File: src/rtl/aes_request_guard_pkg.sv
// Shared types and constants for the AES request guard.
package aes_guard_pkg;
  localparam int AES_BLOCK_W = 128;

  localparam int DEF_MAX_RETRY      = 2;
  localparam int DEF_FAULT_LIMIT    = 4;
  localparam int DEF_TIMEOUT_CYCLES = 64;
  localparam int DEF_CNT_W          = 8;

  typedef enum logic [2:0] {
    IDLE  = 3'd0,
    ISSUE = 3'd1,
    WAIT  = 3'd2,
    RESP  = 3'd3,
    LOCK  = 3'd4
  } state_e;
endpackage

File: src/rtl/aes_request_guard_if.sv
// Request and response valid/ready channels of the AES request guard.
interface aes_request_guard_if;
  import aes_guard_pkg::*;

  logic                   in_valid;
  logic                   in_ready;
  logic [AES_BLOCK_W-1:0] in_plaintext;
  logic [AES_BLOCK_W-1:0] in_key;

  logic                   out_valid;
  logic                   out_ready;
  logic [AES_BLOCK_W-1:0] out_ciphertext;
  logic                   out_error;

  modport master (
    output in_valid, in_plaintext, in_key, out_ready,
    input  in_ready, out_valid, out_ciphertext, out_error
  );

  modport slave (
    input  in_valid, in_plaintext, in_key, out_ready,
    output in_ready, out_valid, out_ciphertext, out_error
  );
endinterface

File: src/rtl/aes_request_guard_watchdog.sv
// Cycle counter that flags expiry on its TIMEOUT_CYCLES-th enabled cycle.
module aes_watchdog_timer #(
  parameter int TIMEOUT_CYCLES = 64
) (
  input  logic clk,
  input  logic rst,
  input  logic i_clear,
  input  logic i_enable,
  output logic o_expired
);
  localparam int TW = (TIMEOUT_CYCLES > 1) ? $clog2(TIMEOUT_CYCLES) : 1;

  logic [TW-1:0] r_timer;

  assign o_expired = i_enable && (r_timer == TW'(TIMEOUT_CYCLES - 1));

  always_ff @(posedge clk) begin
    if (rst || i_clear) begin
      r_timer <= '0;
    end else if (i_enable && !o_expired) begin
      r_timer <= r_timer + 1'b1;
    end
  end
endmodule

File: src/rtl/aes_request_guard.sv
// Transaction controller around the hardened AES-128 top: issue, retry on
// fault/timeout, respond with ciphertext or a zeroized error, lock out on abuse.
module aes_request_guard
  import aes_guard_pkg::*;
#(
  parameter int MAX_RETRY      = DEF_MAX_RETRY,
  parameter int FAULT_LIMIT    = DEF_FAULT_LIMIT,
  parameter int TIMEOUT_CYCLES = DEF_TIMEOUT_CYCLES,
  parameter int CNT_W          = DEF_CNT_W
) (
  input  logic                   clk,
  input  logic                   rst,
  aes_request_guard_if.slave     bus,
  output logic                   aes_start,
  output logic [AES_BLOCK_W-1:0] aes_plaintext,
  output logic [AES_BLOCK_W-1:0] aes_key,
  input  logic                   aes_valid,
  input  logic                   aes_fault_alert,
  input  logic                   aes_busy,
  input  logic [AES_BLOCK_W-1:0] aes_ciphertext,
  output logic                   locked,
  output logic [CNT_W-1:0]       fault_count
);
  localparam int RW = (MAX_RETRY > 0) ? $clog2(MAX_RETRY + 1) : 1;

  function automatic logic [CNT_W-1:0] sat_inc(input logic [CNT_W-1:0] v);
    return (&v) ? v : v + 1'b1;
  endfunction

  state_e                 r_state, w_state_nxt;
  logic [AES_BLOCK_W-1:0] r_pt, w_pt_nxt;
  logic [AES_BLOCK_W-1:0] r_key, w_key_nxt;
  logic [AES_BLOCK_W-1:0] r_ct, w_ct_nxt;
  logic                   r_err, w_err_nxt;
  logic [RW-1:0]          r_retry, w_retry_nxt;
  logic [CNT_W-1:0]       r_fault_cnt, w_fault_nxt;
  logic                   r_lock_pend, w_lock_pend_nxt;
  logic [CNT_W-1:0]       w_fault_inc;
  logic                   w_expired;
  logic                   w_fault_evt;

  aes_watchdog_timer #(
    .TIMEOUT_CYCLES (TIMEOUT_CYCLES)
  ) u_watchdog (
    .clk       (clk),
    .rst       (rst),
    .i_clear   (r_state != WAIT),
    .i_enable  (r_state == WAIT),
    .o_expired (w_expired)
  );

  assign w_fault_inc = sat_inc(r_fault_cnt);
  // A result that lands on the expiry cycle still wins over the timeout.
  assign w_fault_evt = aes_fault_alert || (!aes_valid && w_expired);

  assign bus.in_ready       = (r_state == IDLE) && !rst;
  assign bus.out_valid      = (r_state == RESP);
  assign bus.out_ciphertext = r_ct;
  assign bus.out_error      = r_err;
  assign aes_plaintext      = r_pt;
  assign aes_key            = r_key;
  assign locked             = (r_state == LOCK);
  assign fault_count        = r_fault_cnt;

  always_comb begin
    w_state_nxt     = r_state;
    w_pt_nxt        = r_pt;
    w_key_nxt       = r_key;
    w_ct_nxt        = r_ct;
    w_err_nxt       = r_err;
    w_retry_nxt     = r_retry;
    w_fault_nxt     = r_fault_cnt;
    w_lock_pend_nxt = r_lock_pend;
    aes_start       = 1'b0;

    case (r_state)
      IDLE: begin
        if (bus.in_valid) begin
          w_pt_nxt    = bus.in_plaintext;
          w_key_nxt   = bus.in_key;
          w_retry_nxt = '0;
          w_state_nxt = ISSUE;
        end
      end
      ISSUE: begin
        if (!aes_busy) begin
          aes_start   = 1'b1;
          w_state_nxt = WAIT;
        end
      end
      WAIT: begin
        if (w_fault_evt) begin
          w_fault_nxt = w_fault_inc;
          if (32'(w_fault_inc) >= 32'(FAULT_LIMIT)) begin
            w_lock_pend_nxt = 1'b1;
            w_err_nxt       = 1'b1;
            w_ct_nxt        = '0;
            w_pt_nxt        = '0;
            w_key_nxt       = '0;
            w_state_nxt     = RESP;
          end else if (32'(r_retry) < 32'(MAX_RETRY)) begin
            w_retry_nxt = r_retry + 1'b1;
            w_state_nxt = ISSUE;
          end else begin
            w_err_nxt   = 1'b1;
            w_ct_nxt    = '0;
            w_pt_nxt    = '0;
            w_key_nxt   = '0;
            w_state_nxt = RESP;
          end
        end else if (aes_valid) begin
          w_ct_nxt    = aes_ciphertext;
          w_err_nxt   = 1'b0;
          w_pt_nxt    = '0;
          w_key_nxt   = '0;
          w_state_nxt = RESP;
        end
      end
      RESP: begin
        if (bus.out_ready) begin
          w_ct_nxt    = '0;
          w_err_nxt   = 1'b0;
          w_state_nxt = r_lock_pend ? LOCK : IDLE;
        end
      end
      LOCK: begin
        w_state_nxt = LOCK;
      end
      default: begin
        w_state_nxt = IDLE;
      end
    endcase
  end

  always_ff @(posedge clk) begin
    if (rst) begin
      r_state     <= IDLE;
      r_pt        <= '0;
      r_key       <= '0;
      r_ct        <= '0;
      r_err       <= 1'b0;
      r_retry     <= '0;
      r_fault_cnt <= '0;
      r_lock_pend <= 1'b0;
    end else begin
      r_state     <= w_state_nxt;
      r_pt        <= w_pt_nxt;
      r_key       <= w_key_nxt;
      r_ct        <= w_ct_nxt;
      r_err       <= w_err_nxt;
      r_retry     <= w_retry_nxt;
      r_fault_cnt <= w_fault_nxt;
      r_lock_pend <= w_lock_pend_nxt;
    end
  end
endmodule

File: src/flat_wrapper.sv
// flat-port wrapper written by rule: the top's interface ports become plain ports
module aes_request_guard_flat import aes_guard_pkg::*;
#(
  parameter int MAX_RETRY      = DEF_MAX_RETRY,
  parameter int FAULT_LIMIT    = DEF_FAULT_LIMIT,
  parameter int TIMEOUT_CYCLES = DEF_TIMEOUT_CYCLES,
  parameter int CNT_W          = DEF_CNT_W
)
  (clk, rst, aes_start, aes_plaintext, aes_key, aes_valid, aes_fault_alert, aes_busy, aes_ciphertext, locked, fault_count, bus_in_valid, bus_in_plaintext, bus_in_key, bus_out_ready, bus_in_ready, bus_out_valid, bus_out_ciphertext, bus_out_error);
  aes_request_guard_if bus_i ();
  input  logic clk;
  input  logic rst;
  output logic aes_start;
  output logic [AES_BLOCK_W-1:0] aes_plaintext;
  output logic [AES_BLOCK_W-1:0] aes_key;
  input  logic aes_valid;
  input  logic aes_fault_alert;
  input  logic aes_busy;
  input  logic [AES_BLOCK_W-1:0] aes_ciphertext;
  output logic locked;
  output logic [CNT_W-1:0] fault_count;
  input wire logic [$bits(bus_i.in_valid)-1:0] bus_in_valid;
  input wire logic [$bits(bus_i.in_plaintext)-1:0] bus_in_plaintext;
  input wire logic [$bits(bus_i.in_key)-1:0] bus_in_key;
  input wire logic [$bits(bus_i.out_ready)-1:0] bus_out_ready;
  output wire logic [$bits(bus_i.in_ready)-1:0] bus_in_ready;
  output wire logic [$bits(bus_i.out_valid)-1:0] bus_out_valid;
  output wire logic [$bits(bus_i.out_ciphertext)-1:0] bus_out_ciphertext;
  output wire logic [$bits(bus_i.out_error)-1:0] bus_out_error;
  assign bus_i.in_valid = bus_in_valid;
  assign bus_i.in_plaintext = bus_in_plaintext;
  assign bus_i.in_key = bus_in_key;
  assign bus_i.out_ready = bus_out_ready;
  assign bus_in_ready = bus_i.in_ready;
  assign bus_out_valid = bus_i.out_valid;
  assign bus_out_ciphertext = bus_i.out_ciphertext;
  assign bus_out_error = bus_i.out_error;
  aes_request_guard #(.MAX_RETRY(MAX_RETRY), .FAULT_LIMIT(FAULT_LIMIT), .TIMEOUT_CYCLES(TIMEOUT_CYCLES), .CNT_W(CNT_W)) u_core (.clk(clk), .rst(rst), .bus(bus_i), .aes_start(aes_start), .aes_plaintext(aes_plaintext), .aes_key(aes_key), .aes_valid(aes_valid), .aes_fault_alert(aes_fault_alert), .aes_busy(aes_busy), .aes_ciphertext(aes_ciphertext), .locked(locked), .fault_count(fault_count));
endmodule
File: config.mk
export PLATFORM = sky130hd
export DESIGN_NAME = aes_request_guard_flat
export DESIGN_NICKNAME = d
export VERILOG_FILES = /design/src/rtl/aes_request_guard_pkg.sv /design/src/rtl/aes_request_guard_if.sv /design/src/rtl/aes_request_guard_watchdog.sv /design/src/rtl/aes_request_guard.sv /design/src/flat_wrapper.sv
export SDC_FILE = /design/constraint.sdc
export NUM_CORES = 1
export LEC_CHECK = 0
export CAP_MARGIN = 0
export CORE_AREA = 2 2 306 308
export DETAILED_ROUTE_END_ITERATION = 10
export DIE_AREA = 0 0 308 310
export PLACE_DENSITY = 0.4
export SYNTH_ARGS = -nofsm -noshare
export SYNTH_HDL_FRONTEND = slang
export SYNTH_SLANG_ARGS = --single-unit
File: constraint.sdc
create_clock -name clk -period 3.5 [get_ports clk]
set_input_delay 1.05 -clock clk [delete_from_list [all_inputs] [get_ports clk]]
set_output_delay 1.05 -clock clk [all_outputs]
set_load 0.05 [all_outputs]
==> results <==
- The run finished with clean final reports.
- The area share of and/or/nand/nor cells after synthesis is 0.2647.
- The number of different library cells used by synthesis comes to 52.
- Of the total synthesized cell area, the portion taken by full adders, half adders and majority gates is 0.001553.
- The analysis attributes to cell leakage a power of a little over 10 nW.
- The final number of max-transition violations is 0.
- The area fraction in compound gates after synthesis came to 0.09358.
- The number of nets with antenna violations after detailed routing is 0.
- The gate count of the mapped netlist is 1826.
- The slack of the worst reg-to-reg path is 1000 ps.
- The die covers 95480 µm².
- The top cell type by total area after synthesis is sky130_fd_sc_hd__dfxtp_1.
- The final hold violation count is 0.
- The fill cell instance count of the final layout is 9763.
- For this design, the sink count on the clock tree is approximately 410.
- The synthesized netlist occupies a cell area of about 16000 µm².
- The number of global-route vias before repair is around 16000.
- The total number of vias is 15080.
- The data required time of the worst path is roughly 2500 ps.
- The floorplan step set the die height to slightly above 300 µm.
- The number of antenna violations at the first check in global routing is 13.
- The later pin in the worst-skew pair is clocked with a latency of between 600 and 700 ps.
- Across the VDD grid, the largest voltage drop is approximately 0.29 mV.
- Walking the worst path, the cells encountered are clkdlybuf4s50_1, nor2_1, nand2_1, nor2_1, buf_12.
- The transition at the pin with the smallest max-transition slack is around 1200 ps.
- The detailed-routing iteration count for the pre-antenna-repair pass is 4.
- The xor and xnor fraction of the mapped netlist area is 0.005436.
- The congestion estimate from routability-driven global placement came to between 0.7 and 0.8.
- The TritonCTS clock tree is yes.
- Buffers added to address setup during post-CTS repair amount to 0.
- The number of synthesized flops with an enable pin is 0.
- In the finished design, the share of the clock period the worst path needs comes to 0.9722.
- For the worst setup path, the data arrival time is 2350 ps.
- The post-route cell area is between 20000 and 30000 µm².
- The site row count is 112.
- Wires add up to approximately 69000 µm.
- The detailed router finished its first iteration with 781 violations.
- The all-layer global routing usage is 0.1365.
- The average cell area after synthesis is 8.823 µm².
- For this design, the slowest cell found on the critical path is sky130_fd_sc_hd__clkdlybuf4s50_1.
- By instance count, the leading cell after synthesis is sky130_fd_sc_hd__dfxtp_1.
- Setup repair after global routing left no endpoint under its margin.
- Global routing finished with a remaining overflow of 0.
- The synthesis warning total is 0.
- The worst setup path is captured at an output pin.
- The first global-routing pass estimated 99080 µm of wire.
- The power density over the cells is 475.9 nW/µm².
- At the end of the flow the core is filled with cells to 0.2923.
- The dominant synthesized flop cell is sky130_fd_sc_hd__dfxtp_1.
- Of the cells placed in the final design, the portion with a size suffix greater than 1 is 0.05404.
- The count of unresolved DRC violations after routing is 0.
- The wire-length estimate of the detail-placed layout is 50920 µm.
- The share of synthesized area occupied by flip-flops and latches is 0.5033.
- From synthesis to final layout, the design area changed by 67.81%.
- The clock passes through at most 3 buffers.
- The routed length per placed instance is approximately 18 µm.
- Based on the critical path, the design can be clocked at up to 293.9 MHz.
- The worst setup path is launched from an input pin.
- The total power draw is roughly 0.013 W.
- The number of endpoints failing setup at the final stage is 0.
- The largest single stage delay on the critical path is about 470 ps.
- Across all hold checks on the routed design, the worst slack comes to 459.1 ps.
- The instance area after placement is around 25000 µm².
- Measured along the x axis, the die boundary spans just over 300 µm.
- The class of the worst hold path is register to register.
- The remaining max-slew budget at the tightest pin is 0.2127.
- In the final layout, flip-flops and latches occupy between 8000 and 9000 µm².
- The largest driver fanout on the critical path is 3.
- The number of top-level design ports is between 700 and 800.
- Entering global routing, the biggest net connects around 240 pins.
- The total number of H-tree levels is 2.
- In this run, post-CTS hold repair placed 0 buffers.
- The final-stage net count is ~3000.
- The commonest cells after synthesis are sky130_fd_sc_hd__dfxtp_1, sky130_fd_sc_hd__nand2_1, sky130_fd_sc_hd__nand2b_1.
- The number of port buffers is 787.
- After clock tree synthesis, the clock-pin slew on the worst setup and hold paths is roughly 60 ps.
- The CTS root buffer is sky130_fd_sc_hd__clkbuf_16.
- Counting every net in the synthesized netlist gives around 2200.
- The post-route minimum period is between 3000 and 4000 ps.
- The worst clock skew on the final layout is between 15 and 20 ps.
- After synthesis, the cell types taking the most area are sky130_fd_sc_hd__dfxtp_1, sky130_fd_sc_hd__nand2b_1, sky130_fd_sc_hd__nand2_1, sky130_fd_sc_hd__mux2i_1, sky130_fd_sc_hd__o21ai_1.
- The critical path is of the input pin to output pin type.
- The per-cell via count in the routed design is 3.955.
- Buffers inserted during clock tree synthesis total 52.
- Among the stages of the critical path, the cell type that occurs most often is sky130_fd_sc_hd__nor2_1.
- The tool flagged a number of max-cap violations equal to 0.
- In this run the standard cell core region covers between 90000 and 100000 µm².
- The dominant combinational cell family by area after synthesis is simple AND/OR/NAND/NOR gates.
- The combined area of the multi-input logic cells is around 7300 µm².
- The number of flip-flops and latches in the synthesized netlist is between 400 and 500.
- Adding up every negative setup slack in the final design gives 0 ps.
- The share of synthesized area in the top cell type comes to 0.5033.
- The share of flip-flops with an asynchronous set or reset is 0.
- The mux contribution to synthesized area is 0.08326.
- For this configuration, the core starts out at a cell density of 0.1742.
final timing paths:
kind | start | end | cells after the start
setup / recovery | aes_busy | aes_start | 5
hold / removal | u_core.aes_plaintext[101] | u_core.aes_plaintext[101] | 2
setup reg to reg | u_core.fault_count[0] | u_core.aes_plaintext[68] | 9
hold reg to reg | u_core.aes_plaintext[101] | u_core.aes_plaintext[101] | 2
final cells by class:
type                            instances  area share
Multi-Input combinational cell       1281      0.2692
Antenna cell                            7   0.0006479
Clock inverter                         14    0.003055
Sequential cell                       405      0.2999
Timing Repair Buffer                  831      0.3141
Inverter                                3   0.0004165
Clock buffer                           75     0.05730
Tap cell                             1197     0.05540
kinds of logic (layout without fill, tap and decap cells):
| family | Yosys count | in the layout |
|---|---|---|
| other | 0 | 7 |
| muxes | 134 | 134 |
| AOI/OAI and AO/OA | 286 | 286 |
| adders and majority gates | 2 | 2 |
| and+or+nand+nor | 849 | 849 |
| xor gates and xnor gates | 10 | 10 |
| buffers and inverters | 140 | 923 |
| DFF | 405 | 405 |
report_power, final:
| part | total, W | switching [W] | internal [W] |
|---|---|---|---|
| sequential | 0.00499 | 0.000133 | 0.00486 |
| combinational | 0.00265 | 0.00157 | 0.00108 |
| clock | 0.00522 | 0.00218 | 0.00304 |
| total | 0.0129 | 0.00388 | 0.00898 |
repair_timing:
action	CTS	global route
endpoints found under the setup margin	1	0
gates resized for setup	1	0
hold endpoints to repair	0	0
worst max-delay path, delay by kind of cell:
| family | cells | cell delay (ps) |
|---|---|---|
| simple gates | 3 | 650 |
| buf+inv | 2 | 650 |
registers in the layout, summed over array words and instances (netlist names):
| name | flops |
|---|---|
| u_core.aes_key | 128 |
| u_core.aes_plaintext | 128 |
| u_core.bus.out_ciphertext | 128 |
| u_core.bus.out_error | 1 |
| u_core.fault_count | 8 |
| u_core.r_lock_pend | 1 |
| u_core.r_retry | 2 |
| u_core.r_state | 3 |
| u_core.u_watchdog.r_timer | 6 |
layer usage:
metal | wire [µm] | GRT usage | up-vias
met2 | 33140 | 0.2333 | 539
met3 | 7979 | 0.07240 | 102
met1 | 25850 | 0.1447 | 7015
met5 | 75 | 0 | -
met4 | 1826 | 0.04186 | 10
li1 | - | - | 7413
metrics by stage:
stage	std cells	setup WS, ps
final	3813	97.27
after global placement	3717	79.30
after detailed placement	3717	56.51
after CTS	3806	52.32
after global routing	3809	18.81
after floorplan	1826	105.0
cells in the final DEF (no fill, tap or decap), types with 2 or more instances in the layout:
cell type,Yosys,routed
sky130_fd_sc_hd__clkbuf_1,89,8
sky130_fd_sc_hd__o21ai_0,13,13
sky130_fd_sc_hd__ha_1,2,2
sky130_fd_sc_hd__a21oi_1,5,5
sky130_fd_sc_hd__nor3b_1,2,2
sky130_fd_sc_hd__a21o_1,2,2
sky130_fd_sc_hd__a31oi_1,5,4
sky130_fd_sc_hd__nor3_1,7,6
sky130_fd_sc_hd__and2_1,4,4
sky130_fd_sc_hd__xnor2_1,8,8
sky130_fd_sc_hd__clkinvlp_4,0,2
sky130_fd_sc_hd__nand3_1,5,5
sky130_fd_sc_hd__nand2b_1,385,385
sky130_fd_sc_hd__clkinv_2,0,10
sky130_fd_sc_hd__clkdlybuf4s50_1,0,782
sky130_fd_sc_hd__or2_2,2,2
sky130_fd_sc_hd__mux2i_1,134,134
sky130_fd_sc_hd__nor2_1,27,26
sky130_fd_sc_hd__inv_1,3,3
sky130_fd_sc_hd__xor2_1,2,2
sky130_fd_sc_hd__clkbuf_16,0,53
sky130_fd_sc_hd__o21ai_1,246,246
sky130_fd_sc_hd__dfxtp_1,405,405
sky130_fd_sc_hd__clkbuf_8,0,14
sky130_fd_sc_hd__a22oi_1,2,2
sky130_fd_sc_hd__nor4b_1,3,3
sky130_fd_sc_hd__diode_2,0,7
sky130_fd_sc_hd__buf_4,2,24
sky130_fd_sc_hd__nand4_1,6,6
sky130_fd_sc_hd__buf_12,11,23
sky130_fd_sc_hd__nand2_1,398,398
sky130_fd_sc_hd__nor2b_1,2,2
No activity file was read; power rests on OpenSTA's default activity.
==> RTL edit (same flow settings) <==
The package constant `DEF_CNT_W` goes from 8 to 9.
--- a/src/rtl/aes_request_guard_pkg.sv
+++ b/src/rtl/aes_request_guard_pkg.sv
@@ -5,7 +5,7 @@
   localparam int DEF_MAX_RETRY      = 2;
   localparam int DEF_FAULT_LIMIT    = 4;
   localparam int DEF_TIMEOUT_CYCLES = 64;
-  localparam int DEF_CNT_W          = 8;
+  localparam int DEF_CNT_W          = 9;
 
   typedef enum logic [2:0] {
     IDLE  = 3'd0,
Interface: changed (resized fault_count); port bits go from 788 to 789. No check against the original RTL was run, so the function may have changed too.
==> RTL edit against the original RTL <==
Total power increased by 7.5%. Critical path depth shrank 3. Maximum frequency rose by 7.0%. Critical path type is now register to output port. Final area is 4.7% lower. Combinational power rose by 26%. Setup slack better by 220 ps. Register-to-register slack got worse by 660 ps. Sequential cell count grew 1. Die area did not move. Wire length is 7.9% lower. Area after synthesis fell by 10%. Synthesized cell count shrank 28%.
==> RTL edit: results (changes against the original RTL) <==
* First-pass GRT wire length at 90600 µm (was 99100 µm)
* Xor/xnor share of the synthesized area at 0.485% (was 0.544%)
* Worst vdd ir at 0.327 mV (was 0.290 mV)
* Top Family by Delay on Critical Path: buffers and inverters (was simple AND/OR/NAND/NOR gates)
* P_leak at 9.69 nW (was 10.2 nW)
* Clk pwr share at 38.9% (was 40.6%)
* Placed cells at 3229 (was 3717)
* Fin cells at 3326 (was 3813)
* Met1 wire length at 23200 µm (was 25800 µm)
* Synth Area in Compound Gates at 19.6% (was 9.36%)
* Synth unique cells at 47 (was 52)
* Slew at the pin closest to its max-slew limit at 638 ps (was 1180 ps)
* CTS Buf Count at 51 (was 52)
* Slowest stage cell, crit path: dlygate4sd2_1 (was clkdlybuf4s50_1)
* Drt first pass iters at 5 (was 4)
* Cell Int Power at 0.00954 W (was 0.00898 W)
* Mux cell area share after synthesis at 8.95% (was 8.33%)
* Final net count at 2478 (was 2967)
* Combinational share of power at 24.2% (was 20.6%)
* DR WL met2 at 32600 µm (was 33100 µm)
* Starting DRT DRC Count at 805 (was 781)
* Syn_nets at 1707 (was 2219)
* Total number of vias at 13.7k (was 15.1k)
* Critical path's largest stage delay at 640 ps (was 470 ps)
* Hpwl dp at 47500 µm (was 50900 µm)
* Pin count of the biggest net entering global routing at 74 (was 242)
* Worst clock skew at 13.3 ps (was 19.5 ps)
* Post-synthesis sequential area ratio at 56.3% (was 50.3%)
* Synth cell count leaders: dfxtp_1, nand2_1, a32o_1 (was dfxtp_1, nand2_1, nand2b_1)
* Tot GR Track Use at 12.4% (was 13.6%)
* Met1 Use GR at 12.6% (was 14.5%)
* Layout cells sized above 1 at 7.95% (was 5.40%)
* Worst-path maximum fanout at 12 (was 3)
* GR Util met3 at 5.07% (was 7.24%)
* Status: finished clean (unchanged)
* Initial antenna violation count at 7 (was 13)
-- RTL edit: changes by cell type after synthesis, moves of 10 or more --
| cell | change |
|---|---|
| buf_2 | -15 |
| buf_12 | -11 |
| nand2b_1 | -385 |
| nand2_1 | -134 |
| nor2_1 | -10 |
| o21ai_1 | -246 |
| buf_4 | +17 |
| a32o_1 | +255 |
-- RTL edit: final cells by class --
| cell class | instances | area (µm²) |
|---|---|---|
| multi-input combinational | 765 | 5630 |
| inverter | 4 | 22.5 |
| fill | 9601 | 66700 |
| clock buffer | 73 | 1520 |
| timing repair buffer | 857 | 8760 |
| antenna | 4 | 10.0 |
| sequential | 406 | 8130 |
| clock inverter | 20 | 199 |
| tap | 1197 | 1500 |
-- RTL edit: path summary, 6_finish.rpt --
check	cells after the start	startpoint	slack, ps	to
worst max-delay path	2	u_core.r_state[2]	320	locked
worst max register to register	8	u_core.fault_count[0]	340	u_core.bus.out_ciphertext[6]
worst min-delay path	2	u_core.r_lock_pend	460	u_core.r_lock_pend
worst min register to register	2	u_core.r_lock_pend	460	u_core.r_lock_pend
-- RTL edit: per-stage QoR --
step | hold slack, ps | instance area [µm²] | setup slack [ps] | util (%) | power (W)
after detailed placement | 443 | 24000 | -68.5 | 26.0 | 0.00860
after CTS | 452 | 25800 | 16.6 | 27.9 | 0.0141
final | 456 | 25800 | 319 | 27.9 | 0.0138
after global routing | 473 | 25800 | 144 | 27.9 | 0.0144
after global placement | 434 | 24000 | -69.4 | 26.0 | 0.00857
after floorplan | 426 | 14500 | 419 | - | 0.00708
-- RTL edit: kinds of logic after synthesis --
family | Yosys count
DFF | 406
adders and majority gates | 2
and+or+nand+nor | 334
muxes | 129
buffers and inverters | 143
xor gates and xnor gates | 8
AOI/OAI and AO/OA | 292
